`config.mk`:
```
export PLATFORM = sky130hd
export DESIGN_NAME = alu_arbiter
export DESIGN_NICKNAME = d
export VERILOG_FILES = /design/src/rtl/alu_arbiter.sv
export SDC_FILE = /design/constraint.sdc
export NUM_CORES = 1
export LEC_CHECK = 0
export ABC_AREA = 1
export BUFFER_PORTS_ARGS = -buffer_cell sky130_fd_sc_hd__buf_2
export CAP_MARGIN = 20
export CORE_AREA = 2 2 127 129
export DETAILED_ROUTE_END_ITERATION = 10
export DIE_AREA = 0 0 129 131
export GPL_ROUTABILITY_DRIVEN = 0
export HOLD_SLACK_MARGIN = 0.1
export PLACE_DENSITY_LB_ADDON = 0.08
export SLEW_MARGIN = 25
export SYNTH_ARGS = -nofsm -noshare
export SYNTH_HDL_FRONTEND = slang
export SYNTH_SLANG_ARGS = --single-unit
export TNS_END_PERCENT = 50
```
`constraint.sdc`:
```
create_clock -name clk -period 1.6 [get_ports clk]
set_input_delay 0.16 -clock clk [delete_from_list [all_inputs] [get_ports clk]]
set_output_delay 0.16 -clock clk [all_outputs]
set_load 0.01 [all_outputs]
```
`src/rtl/alu_arbiter.sv`:
```
// -----------------------------------------------------------------------------
// alu_arbiter
//   Shares one external combinational ALU between two requesters. Each cycle at
//   most one requester is granted: its operands are steered onto alu_*, the ALU
//   result comes back in the same cycle and is captured into that requester's
//   response register at the clock edge (1-cycle latency).
//
//   Ports
//     clk, rst_n                  clock, asynchronous active-low reset
//     reqN_valid / reqN_ready     request handshake (ready is the grant)
//     reqN_A, reqN_B              32-bit operands
//     reqN_shamt, reqN_ctrl       shift amount and ALU control code
//     respN_valid / respN_ready   response handshake
//     respN_result, respN_zero    registered ALU result and Zero flag
//     alu_A, alu_B, alu_shamt,
//     alu_ctrl                    operands driven to the shared ALU
//     alu_result, alu_zero        ALU outputs, combinational from alu_*
// -----------------------------------------------------------------------------
module alu_arbiter #(
    parameter int DATA_W = 32
) (
    input  logic              clk,
    input  logic              rst_n,

    input  logic              req0_valid,
    output logic              req0_ready,
    input  logic [DATA_W-1:0] req0_A,
    input  logic [DATA_W-1:0] req0_B,
    input  logic [4:0]        req0_shamt,
    input  logic [3:0]        req0_ctrl,
    output logic              resp0_valid,
    input  logic              resp0_ready,
    output logic [DATA_W-1:0] resp0_result,
    output logic              resp0_zero,

    input  logic              req1_valid,
    output logic              req1_ready,
    input  logic [DATA_W-1:0] req1_A,
    input  logic [DATA_W-1:0] req1_B,
    input  logic [4:0]        req1_shamt,
    input  logic [3:0]        req1_ctrl,
    output logic              resp1_valid,
    input  logic              resp1_ready,
    output logic [DATA_W-1:0] resp1_result,
    output logic              resp1_zero,

    output logic [DATA_W-1:0] alu_A,
    output logic [DATA_W-1:0] alu_B,
    output logic [4:0]        alu_shamt,
    output logic [3:0]        alu_ctrl,
    input  logic [DATA_W-1:0] alu_result,
    input  logic              alu_zero
);

    logic last_grant;
    logic elig0_p0;
    logic elig1_p0;
    logic gnt0_p0;
    logic gnt1_p0;

    // A requester may only be granted if its response slot is free or is
    // being drained this same cycle.
    assign elig0_p0 = req0_valid && (!resp0_valid || resp0_ready);
    assign elig1_p0 = req1_valid && (!resp1_valid || resp1_ready);

    // ---- Stage p0: arbitration and ALU operand steering (combinational) ----
    always_comb begin
        gnt0_p0   = 1'b0;
        gnt1_p0   = 1'b0;
        alu_A     = '0;
        alu_B     = '0;
        alu_shamt = 5'd0;
        alu_ctrl  = 4'b0000;
        if (rst_n) begin
            if (elig0_p0 && elig1_p0) begin
                // Tie: the requester that was not served last wins.
                gnt0_p0 = last_grant;
                gnt1_p0 = !last_grant;
            end else begin
                gnt0_p0 = elig0_p0;
                gnt1_p0 = elig1_p0;
            end
        end
        if (gnt0_p0) begin
            alu_A     = req0_A;
            alu_B     = req0_B;
            alu_shamt = req0_shamt;
            alu_ctrl  = req0_ctrl;
        end else if (gnt1_p0) begin
            alu_A     = req1_A;
            alu_B     = req1_B;
            alu_shamt = req1_shamt;
            alu_ctrl  = req1_ctrl;
        end
    end

    assign req0_ready = gnt0_p0;
    assign req1_ready = gnt1_p0;

    // ---- Stage p1: response registers ----
    always_ff @(posedge clk or negedge rst_n) begin
        if (!rst_n) begin
            last_grant   <= 1'b1;
            resp0_valid  <= 1'b0;
            resp0_result <= '0;
            resp0_zero   <= 1'b0;
            resp1_valid  <= 1'b0;
            resp1_result <= '0;
            resp1_zero   <= 1'b0;
        end else begin
            if (gnt0_p0) begin
                resp0_valid  <= 1'b1;
                resp0_result <= alu_result;
                resp0_zero   <= alu_zero;
                last_grant   <= 1'b0;
            end else if (resp0_valid && resp0_ready) begin
                resp0_valid <= 1'b0;
            end

            if (gnt1_p0) begin
                resp1_valid  <= 1'b1;
                resp1_result <= alu_result;
                resp1_zero   <= alu_zero;
                last_grant   <= 1'b1;
            end else if (resp1_valid && resp1_ready) begin
                resp1_valid <= 1'b0;
            end
        end
    end

endmodule

```
* Word level (Yosys, flattened, before mapping)
Cells that the tools add are included.
** Cells by class
- Multiplexer cells :: 18
- Reduce and logical (&&, ||, !) cells :: 13
** Operators with widths (count)
- two-way mux 32 bit :: 4
- two-way mux 1 bit :: 10
- two-way mux 5 bit :: 2
- two-way mux 4 bit :: 2
- nonzero test 2 bit :: 3
- logical AND 1 bit :: 5
- logical NOT 1 bit :: 3
- logical OR 1 bit :: 2
** Word-level totals
- Register bits :: 69
- Input bits :: 185
- Output and inout port bits :: 143
- Logic and storage cells :: 38

* Logic depth before layout (Yosys ltp)
Gate-level depths: netlist (run 1).
- Word-level depth :: 8
- Depth in mapped cells :: 8
- Mapped depth without buffers :: 7

* Least setup slack after synthesis (run 1)
Ideal clock, no wire load.
- Kind :: register to output
- From :: register last_grant
- To :: output alu_A[0]
- Arrival time :: 1220 ps
- Required time :: 1440 ps
- Setup slack :: 220 ps
- Stages on the path, launching flop included :: 7
- Path buffers :: 2
- Cells stage by stage :: dfstp_2 > inv_2 > nand3_4 > buf_2 > buf_2 > nand3_1 > nand2_1
** Between the ends
- Longest elaborated chain between the ends :: 5
- Elaborated cells on any way between the ends :: 7
- Those cells by class :: mux: 6; reduce/logical: 1
** Ends and longest elaborated chain
- from (decl) :: RTL line 55 : logic last_grant;
- from (signal assigned) :: RTL line 103 : last_grant <= 1'b1;
- from (signal assigned) :: RTL line 115 : last_grant <= 1'b0;
- from (signal assigned) :: RTL line 124 : last_grant <= 1'b1;
- logical NOT 1 bit :: RTL line 78 : gnt1_p0 = !last_grant;
- two-way mux 1 bit :: RTL line 75 : if (elig0_p0 && elig1_p0) begin
- two-way mux 1 bit :: RTL line 74 : if (rst_n) begin
- two-way mux 32 bit :: RTL line 89 : end else if (gnt1_p0) begin
- two-way mux 32 bit (*) :: RTL line 84 : if (gnt0_p0) begin
- to (decl) :: RTL line 47 : output logic [DATA_W-1:0] alu_A,
Every way passes the cells marked *; elsewhere a longest branch is shown, timed or not.

* Worst setup path after layout (run 1)
- From :: register resp0_valid
- To :: output alu_B[25]
** Between the ends
- Longest elaborated chain between the ends :: 8
- Elaborated cells on any way between the ends :: 10
- Those cells by class :: mux: 6; reduce/logical: 4
** Ends and longest elaborated chain
- from (decl) :: RTL line 31 : output logic resp0_valid,
- from (signal assigned) :: RTL line 104 : resp0_valid <= 1'b0;
- from (signal assigned) :: RTL line 112 : resp0_valid <= 1'b1;
- from (signal assigned) :: RTL line 117 : resp0_valid <= 1'b0;
- logical NOT 1 bit (*) :: RTL line 63 : assign elig0_p0 = req0_valid && (!resp0_valid || resp0_ready);
- logical OR 1 bit (*) :: RTL line 63
- logical AND 1 bit (*) :: RTL line 63
- logical AND 1 bit :: RTL line 75
- two-way mux 1 bit :: RTL line 75
- two-way mux 1 bit :: RTL line 74
- two-way mux 32 bit :: RTL line 89
- two-way mux 32 bit (*) :: RTL line 84
- to (decl) :: RTL line 48 : output logic [DATA_W-1:0] alu_B,
Marked as above.

==> impl_metrics.ini, run 1 <==
[status]
status = complete, but fails checks
violations = negative setup slack

[die]
dieArea_mm2 = 0.01690
row_count = 46
die_w_um = 129
start_util_pct = 25.31
pin_count = 328
fp.coreArea_mm2 = 0.01560
fp.dieH_um = 131

[synthesis]
yosysMostFrequentCell = nand3_1
async_reset_ff_share_pct = 100.0
synth_seq_cells = 69
syn_inst = 555
synthTopCellsByArea = dfrtp_1, nand3_1, nand2_1
syn-num-nets = 740
netlist_top_cells_count = nand3_1, nand2_1, dfrtp_1
syn_area_per_cell_um2 = 7.113
yosysWarnings = 0
seq_area_frac_synth_pct = 43.77
synth_cell_types = 17
synth_flop_cell = dfrtp_1
synth_top_area_share_pct = 43.11
synth_edf_count = 0
syn_area_mm2 = 0.003948
synth_top_area_cell = dfrtp_1

[clock_tree]
cts-buffers-inserted = 9
ctsLongestPathBuffers = 2
clockRootBuffer = clkbuf_16
cts_tree = built
htree_num_levels = 3
cts_sinks = 69
clk_pin_slew_ns = 0.05
clock_latency_ns = 0.33

[layout]
layout-drive-gt1-share_pct = 47.73
final_nets = 1110
register_area_mm2 = 0.001728
fin_util_pct = 47.14
fill_cells = 1626
area_growth_pct = 86.28
design_area_mm2 = 0.007353
multiInputGateArea_mm2 = 0.002157

[global_route]
grt_first_pass_wirelength_mm = 26.35
grt_start_max_net_pins = 70
first_global_vias = 4956
antenna_found_initial = 3
track_usage_pct = 20.31
grt_overflow = 0

[routing]
initialDrtViolationCount = 345
ant_nets = 0
dr.pass1.iters = 4
vias = 5363
drc = 0
routedWlPerCell_um = 16.66
viasPerCell = 4.688
routed_wirelength_mm = 19.06

[sta]
skew_ns = 0.005828
layout_worst_path_cycle_share_pct = 111.2
worst_slew_pin_slew_ns = 0.2779
setup_viol = 75
slew_violations = 0
hold_viol = 0
maxSlewHeadroom_pct = 81.47
rsz0062_at_grt = yes
period_needed_ns = 1.779
fmax_mhz = 562.2
setup_ws_ns = -0.1789

[worst_hold_path]
hp-class = input port to register

[worst_setup_path]
slowest_delay_ns = 0.39
cp_slowest_cell = dfrtp_1
crit_arrival_ns = 1.62
cp-start-kind = register
crit_path_end_kind = primary output
critical_path_class = register to primary output
crit_chain = nand2_2 > nand2_2 > nor2_4 > buf_6 > clkbuf_16 > nand3_1 > nand2_1 > buf_2
cp_data_required_time_ns = 1.44
crit_top_cell = nand2_2
cp_max_fo = 5

[power_and_ir_drop]
vdd_drop_max_uv = 463.1
power_density_mw_per_mm2 = 914.2
finalPower_mw = 6.723
p_leak_nw = 4.231

[placement]
placed_area_mm2 = 0.005896
port_buffers = 327
dp_hpwl_mm = 12.81

[job]
cap_viol_max_count = 0
## state kept, by name (all words and copies together) (netlist names)
signal        cells
last_grant        1
resp0_result     32
resp0_valid       1
resp0_zero        1
resp1_result     32
resp1_valid       1
resp1_zero        1
## final timing paths
check,slack [ns],from,end,cells after the start
max in group asynchronous,0.69,rst_n,resp1_result[13],4
min in group asynchronous,0.36,rst_n,resp0_result[26],3
max,-0.18,resp0_valid,alu_B[25],8
min,0.11,alu_result[30],resp0_result[30],3
max reg2reg,0.05,resp1_valid,resp1_result[27],9
min reg2reg,0.46,resp1_result[16],resp1_result[16],2
## critical path: cells and delay by family (launching register included)
kind                   cells  cell delay [ns]
buffers and inverters      3             0.45
AND/OR/NAND/NOR            5             0.43
flip-flops                 1             0.39
## layout make-up
cell class                 count  share of cell area, %
clock inverter                 3                 0.2382
sequential                    69                  23.50
timing repair buffer         409                  39.82
tap                          216                  3.675
multi-input combinational    430                  29.33
inverter                       6                 0.3063
clock buffer                   9                  3.063
antenna                        2                0.06806
## per-stage QoR
step	TNS (ns)	worst slack, ns	instances	hold WS (ns)
CTS	-14.07	-0.2286	1130	0.1068
floorplan	0	0.2201	555	-0.1356
global placement	0	0.07416	1067	0.4055
finish	-11.27	-0.1789	1144	0.1062
global route	-19.18	-0.2691	1144	0.1090
detailed placement	0	0.03998	1067	0.4119
## placed cells by master (no fill, tap or decap), types with 2 or more instances in the layout
master and n:
clkbuf_16 16, inv_1 2, nand2_4 3, nand2_1 202, clkinv_2 2, nand3_4 3
dfrtp_1 68, nand3_1 178, inv_2 4, diode_2 2, buf_4 14, nand2_2 7
nand3_2 33, buf_6 22, buf_16 8, buf_12 13, dlygate4sd3_1 33, buf_2 311
nor2_4 2
## kinds of logic after synthesis
group	Yosys count	share of synthesized area, %
AOI/OAI and AO/OA	1	0.1267
buffers and inverters	56	7.195
DFF	69	43.77
and+or+nand+nor	429	48.91
## power by group
group,switching (mW),internal (mW)
Clock,0.698,1.01
Sequential,0.214,2.15
Combinational,1.47,1.19
Total,2.38,4.34
## routing by layer
layer / global-route usage (%) / wire, um / vias up
met3: 4.642 / 1340 / 26
met2: 35.05 / 9784 / 215
met1: 25.22 / 7589 / 2518
met5: 0 / 11 / -
li1: - / - / 2602
met4: 6.650 / 339 / 2
## timing repair
action,4_1_cts,5_1_grt
endpoints found under the setup margin,75,119
hold endpoints to repair,63,15
gates cloned,7,8
buffers inserted,12,4
hold buffers,32,1
gates resized for setup,35,44
pin swaps,20,18
Power figures use the tool's default switching activity.
==> inputs of run 2 (changes only) <==
--- a/config.mk
+++ b/config.mk
@@ -8,9 +8,10 @@
 export ABC_AREA = 1
 export BUFFER_PORTS_ARGS = -buffer_cell sky130_fd_sc_hd__buf_2
 export CAP_MARGIN = 20
-export CORE_AREA = 2 2 127 129
+export CELL_PAD_IN_SITES_DETAIL_PLACEMENT = 1
+export CELL_PAD_IN_SITES_GLOBAL_PLACEMENT = 2
+export CORE_UTILIZATION = 16
 export DETAILED_ROUTE_END_ITERATION = 10
-export DIE_AREA = 0 0 129 131
 export GPL_ROUTABILITY_DRIVEN = 0
 export HOLD_SLACK_MARGIN = 0.1
 export PLACE_DENSITY_LB_ADDON = 0.08
==> constraint.sdc (replaced) <==
create_clock -name clk -period 1.5 [get_ports clk]
set_input_delay 0.15 -clock clk [delete_from_list [all_inputs] [get_ports clk]]
set_output_delay 0.15 -clock clk [all_outputs]
set_load 0.01 [all_outputs]
==> run 2 against run 1 <==
The run still ends with negative setup slack left; sequential share of layout area fell by 0.52 points; die area increased by 50%; register-to-register slack worse by 0.04 ns.
==> impl_metrics.ini, run 2 (same netlist as run 1, synthesis figures left out) <==
[worst_setup_path]
cp_max_fo = 36
crit_path_end_kind = primary output
critical_path_class = register to primary output
cp_data_required_time_ns = 1.35
crit_arrival_ns = 1.68
cp-start-kind = register

[clock_tree]
cts_sinks = 69
clockRootBuffer = clkbuf_16
htree_num_levels = 3
cts_tree = built
clk_pin_slew_ns = 0.05
clock_latency_ns = 0.34
ctsLongestPathBuffers = 2
cts-buffers-inserted = 9

[layout]
final_nets = 1110
final_cell_mix = buf_2, nand2_1, nand3_1, dfrtp_1, dlygate4sd3_1
design_area_mm2 = 0.007520
fin_util_pct = 31.01
area_growth_pct = 90.49
final_common_cell = buf_2
layout-drive-gt1-share_pct = 46.77
top_regs = resp0_result (32), resp1_result (32)

[power_and_ir_drop]
vdd_drop_max_uv = 515.7
p_leak_nw = 4.266
power_density_mw_per_mm2 = 1053
finalPower_mw = 7.921

[sta]
skew_ns = 0.005556
worst_slew_pin_slew_ns = 0.6963
slew_violations = 0
period_needed_ns = 1.828
fin_tns_setup_ns = -20.55
setup_viol = 75
fmax_mhz = 547.1
setup_ws_ns = -0.3279
rsz0062_at_grt = yes
layout_worst_path_cycle_share_pct = 121.9
hold_viol = 0
maxSlewHeadroom_pct = 53.58

[placement]
dp_hpwl_mm = 14.54
port_buffers = 327
placed_area_mm2 = 0.006046

[routing]
dr.pass1.iters = 4
routedWlPerCell_um = 18.15
initialDrtViolationCount = 264
vias = 5433
routed_wirelength_mm = 22.78
ant_nets = 0
viasPerCell = 4.329
drc = 0

[global_route]
antenna_found_initial = 2
grt_overflow = 0
first_global_vias = 5776
grt_start_max_net_pins = 70
grt_first_pass_wirelength_mm = 33.12
track_usage_pct = 16.90

[die]
start_util_pct = 16.28
pin_count = 328
row_count = 57
fp.dieH_um = 159.1
die_w_um = 159.1
fp.coreArea_mm2 = 0.02425
dieArea_mm2 = 0.02530

[status]
status = complete, but fails checks
violations = negative setup slack

[worst_hold_path]
hp-class = input port to register

[job]
cap_viol_max_count = 0
-- run 2: routing by layer --
metal  track usage (%)  part of all wire [%]  vias up
met5                 0                 0.057        -
met4             5.157                   1.4        2
met3             3.569                   5.6       21
met2             30.62                    51      200
met1             19.83                    42     2617
li1                  -                     -     2593
-- run 2: critical path, stage by stage (launching register included) --
cell	delay, ns
dfrtp_1	0.40
nand2_2	0.08
buf_4	0.12
nand3_4	0.09
buf_12	0.15
nand2_2	0.08
buf_12	0.22
inv_1	0.05
buf_2	0.13
-- run 2: power breakdown --
group	total, mW	internal, mW	switching, mW
Clock	2.41	1.55	0.860
Combinational	2.99	1.31	1.68
Sequential	2.52	2.29	0.233
-- run 2: repair_timing --
| item | CTS | global route |
|---|---|---|
| resized for setup | 24 | 42 |
| endpoints found under the setup margin | 79 | 124 |
| hold buffers | 33 | 1 |
| hold endpoints to repair | 66 | 68 |
| pin swaps | 3 | 17 |
| cloned | 6 | 10 |
| setup buffers | 6 | 5 |
-- run 2: path summary, 6_finish.rpt --
kind                                       start  cells after the start               end  slack, ns
worst max-delay path                 resp0_valid                      8        req1_ready      -0.33
worst min-delay path                 resp0_ready                      5       resp0_valid       0.20
worst max register to register        last_grant                      7  resp0_result[27]       0.01
worst min register to register  resp1_result[19]                      2  resp1_result[19]       0.46
max in group asynchronous                  rst_n                      3   resp1_result[4]       0.50
min in group asynchronous                  rst_n                      3   resp0_result[1]       0.51
-- run 2: layout make-up --
| class | count | area [um2] |
|---|---|---|
| clock buffers | 11 | 252.7 |
| fillers | 2975 | 16730 |
| inverters | 6 | 22.52 |
| flip-flops and latches | 69 | 1728 |
| diodes | 1 | 2.502 |
| clock inverters | 5 | 82.58 |
| repair buffers | 409 | 2945 |
| well taps | 324 | 405.4 |
| multi-input cells | 430 | 2081 |
-- run 2: through the flow --
| step | std cells | hold slack (ns) | worst slack, ns |
|---|---|---|---|
| floorplan | 555 | -0.1456 | 0.1301 |
| global placement | 1177 | 0.3986 | -0.01566 |
| detailed placement | 1177 | 0.4088 | -0.01504 |
| CTS | 1238 | 0.1204 | -0.3538 |
| global route | 1254 | 0.2247 | -0.4197 |
| finish | 1255 | 0.1998 | -0.3279 |
==> inputs of run 3 (changes only) <==
--- a/config.mk
+++ b/config.mk
@@ -10,12 +10,11 @@
 export CAP_MARGIN = 20
 export CELL_PAD_IN_SITES_DETAIL_PLACEMENT = 1
 export CELL_PAD_IN_SITES_GLOBAL_PLACEMENT = 2
-export CORE_UTILIZATION = 16
+export CORE_UTILIZATION = 20
 export DETAILED_ROUTE_END_ITERATION = 10
 export GPL_ROUTABILITY_DRIVEN = 0
 export HOLD_SLACK_MARGIN = 0.1
 export PLACE_DENSITY_LB_ADDON = 0.08
-export SLEW_MARGIN = 25
 export SYNTH_ARGS = -nofsm -noshare
 export SYNTH_HDL_FRONTEND = slang
 export SYNTH_SLANG_ARGS = --single-unit
==> constraint.sdc (replaced) <==
create_clock -name clk -period 2.16 [get_ports clk]
set_input_delay 0.216 -clock clk [delete_from_list [all_inputs] [get_ports clk]]
set_output_delay 0.216 -clock clk [all_outputs]
set_load 0.01 [all_outputs]
==> run 3 against run 2 <==
The run now ends clean; global-route usage rose by 1.0 points; largest cell class is now multi-input gates; critical path type unchanged; clock power down 46%; highest routed layer unchanged; combinational power down 45%; cell area is 19% lower; clock skew is 0.00051 ns lower; setup slack better by 0.52 ns; via count shrank 8.3%; final cell count decreased by 10%; flip-flop and latch count unchanged; worst hold slack worse by 0.064 ns; critical path depth shrank 1.
==> impl_metrics.ini, run 3 (same netlist as run 1, synthesis figures left out) <==
[status]
status = complete, no violations

[sta]
whs_ns = 0.1355
skew_ns = 0.005049
layout_worst_path_cycle_share_pct = 90.91
setup_ws_ns = 0.1963
rsz0062_at_grt = no
period_needed_ns = 1.964
fmax_mhz = 509.2
setup_viol = 0
hold_viol = 0
fin_tns_setup_ns = 0
maxSlewHeadroom_pct = 39.80
slew_violations = 0
worst_slew_pin_slew_ns = 0.9030

[placement]
dp_hpwl_mm = 13.54
place_inst = 1108
pre_cts_slack_ns = 0.4816
placed_area_mm2 = 0.005822
port_buffers = 327

[worst_setup_path]
slowest_delay_ns = 0.40
crit_arrival_ns = 1.75
crit_path_end_kind = primary output
cp_data_required_time_ns = 1.94
cp_slowest_cell = dfrtp_1
cp_max_fo = 33
cp-start-kind = register
critical_path_class = register to primary output
crit_chain = nand2_4 > nand2_2 > nor2_4 > buf_4 > nand3_1 > nand2_1 > buf_2

[die]
fp.dieH_um = 142.5
pin_count = 328
die_w_um = 142.5
row_count = 51
dieArea_mm2 = 0.02030
fp.coreArea_mm2 = 0.01940
start_util_pct = 20.35

[global_route]
first_global_vias = 5016
antenna_found_initial = 4
grt_start_max_net_pins = 74
track_usage_pct = 17.94
grt_first_pass_wirelength_mm = 28.10
grt_overflow = 0

[layout]
layoutNonFillerInstCount = 1127
final_nets = 1039
final_cell_mix = buf_2, nand3_1, nand2_1, dfrtp_1, clkbuf_16
register_area_mm2 = 0.001728
final_common_cell = buf_2
fin_util_pct = 31.40
layout-drive-gt1-share_pct = 42.61
top_regs = resp0_result (32), resp1_result (32)
area_growth_pct = 54.29
fill_cells = 2537
design_area_mm2 = 0.006091
multiInputGateArea_mm2 = 0.001943

[worst_hold_path]
hp-class = input port to async pin

[routing]
initialDrtViolationCount = 178
vias = 4983
routedWlPerCell_um = 16.27
viasPerCell = 4.421
routed_wirelength_mm = 18.33
ant_nets = 0
drc = 0
dr.pass1.iters = 6

[power_and_ir_drop]
p_leak_nw = 3.702
vdd_drop_max_uv = 308.6
power_density_mw_per_mm2 = 768.9
finalPower_mw = 4.683

[clock_tree]
cts_hold_repair.buffers = 0
cts_tree = built
ctsLongestPathBuffers = 2
clock_latency_ns = 0.32
post_cts_buffers = 0
htree_num_levels = 3
postCtsResizedCells = 0
cts_sinks = 69
clockRootBuffer = clkbuf_16
cts-buffers-inserted = 9
clk_pin_slew_ns = 0.06

[job]
cap_viol_max_count = 0
## run 3: final timing paths
check                                 start          endpoint  slack (ns)  depth (start not counted)
setup / recovery                resp1_valid         alu_A[29]        0.20                          7
hold / removal                        rst_n  resp1_result[31]        0.14                          2
setup reg to reg                 last_grant   resp0_result[4]        0.49                          7
hold reg to reg            resp1_result[19]  resp1_result[19]        0.46                          2
max in group asynchronous             rst_n  resp1_result[11]        1.46                          2
min in group clk             alu_result[29]  resp1_result[29]        0.14                          3
## run 3: power by group
group          total (mW)  switching, mW  leakage [nW]  internal [mW]
clock network        1.30          0.528         0.123          0.773
logic                1.63           1.00          2.72          0.633
registers            1.75          0.159         0.856           1.59
## run 3: area by class of cell
| class | count | area share (%) |
|---|---|---|
| Antenna cell | 3 | 0.1233 |
| Clock buffer | 12 | 3.883 |
| Clock inverter | 4 | 0.4108 |
| Inverter | 6 | 0.3698 |
| Multi-Input combinational cell | 430 | 31.90 |
| Sequential cell | 69 | 28.37 |
| Tap cell | 265 | 5.444 |
| Timing Repair Buffer | 338 | 29.50 |
## run 3: metal layers
metal  track usage, %  up-vias  part of all wire [%]
met5                0        -                 0.071
met4            5.207        2                   1.2
met3            4.711       18                   6.8
met2            31.91      180                    52
met1            21.00     2343                    40
li1                 -     2440                     -
## run 3: critical path: cells and delay by family (launching register included)
kind                   cells  cell delay (ns)
buffers and inverters      2             0.50
and+or+nand+nor            5             0.52
DFF                        1             0.40
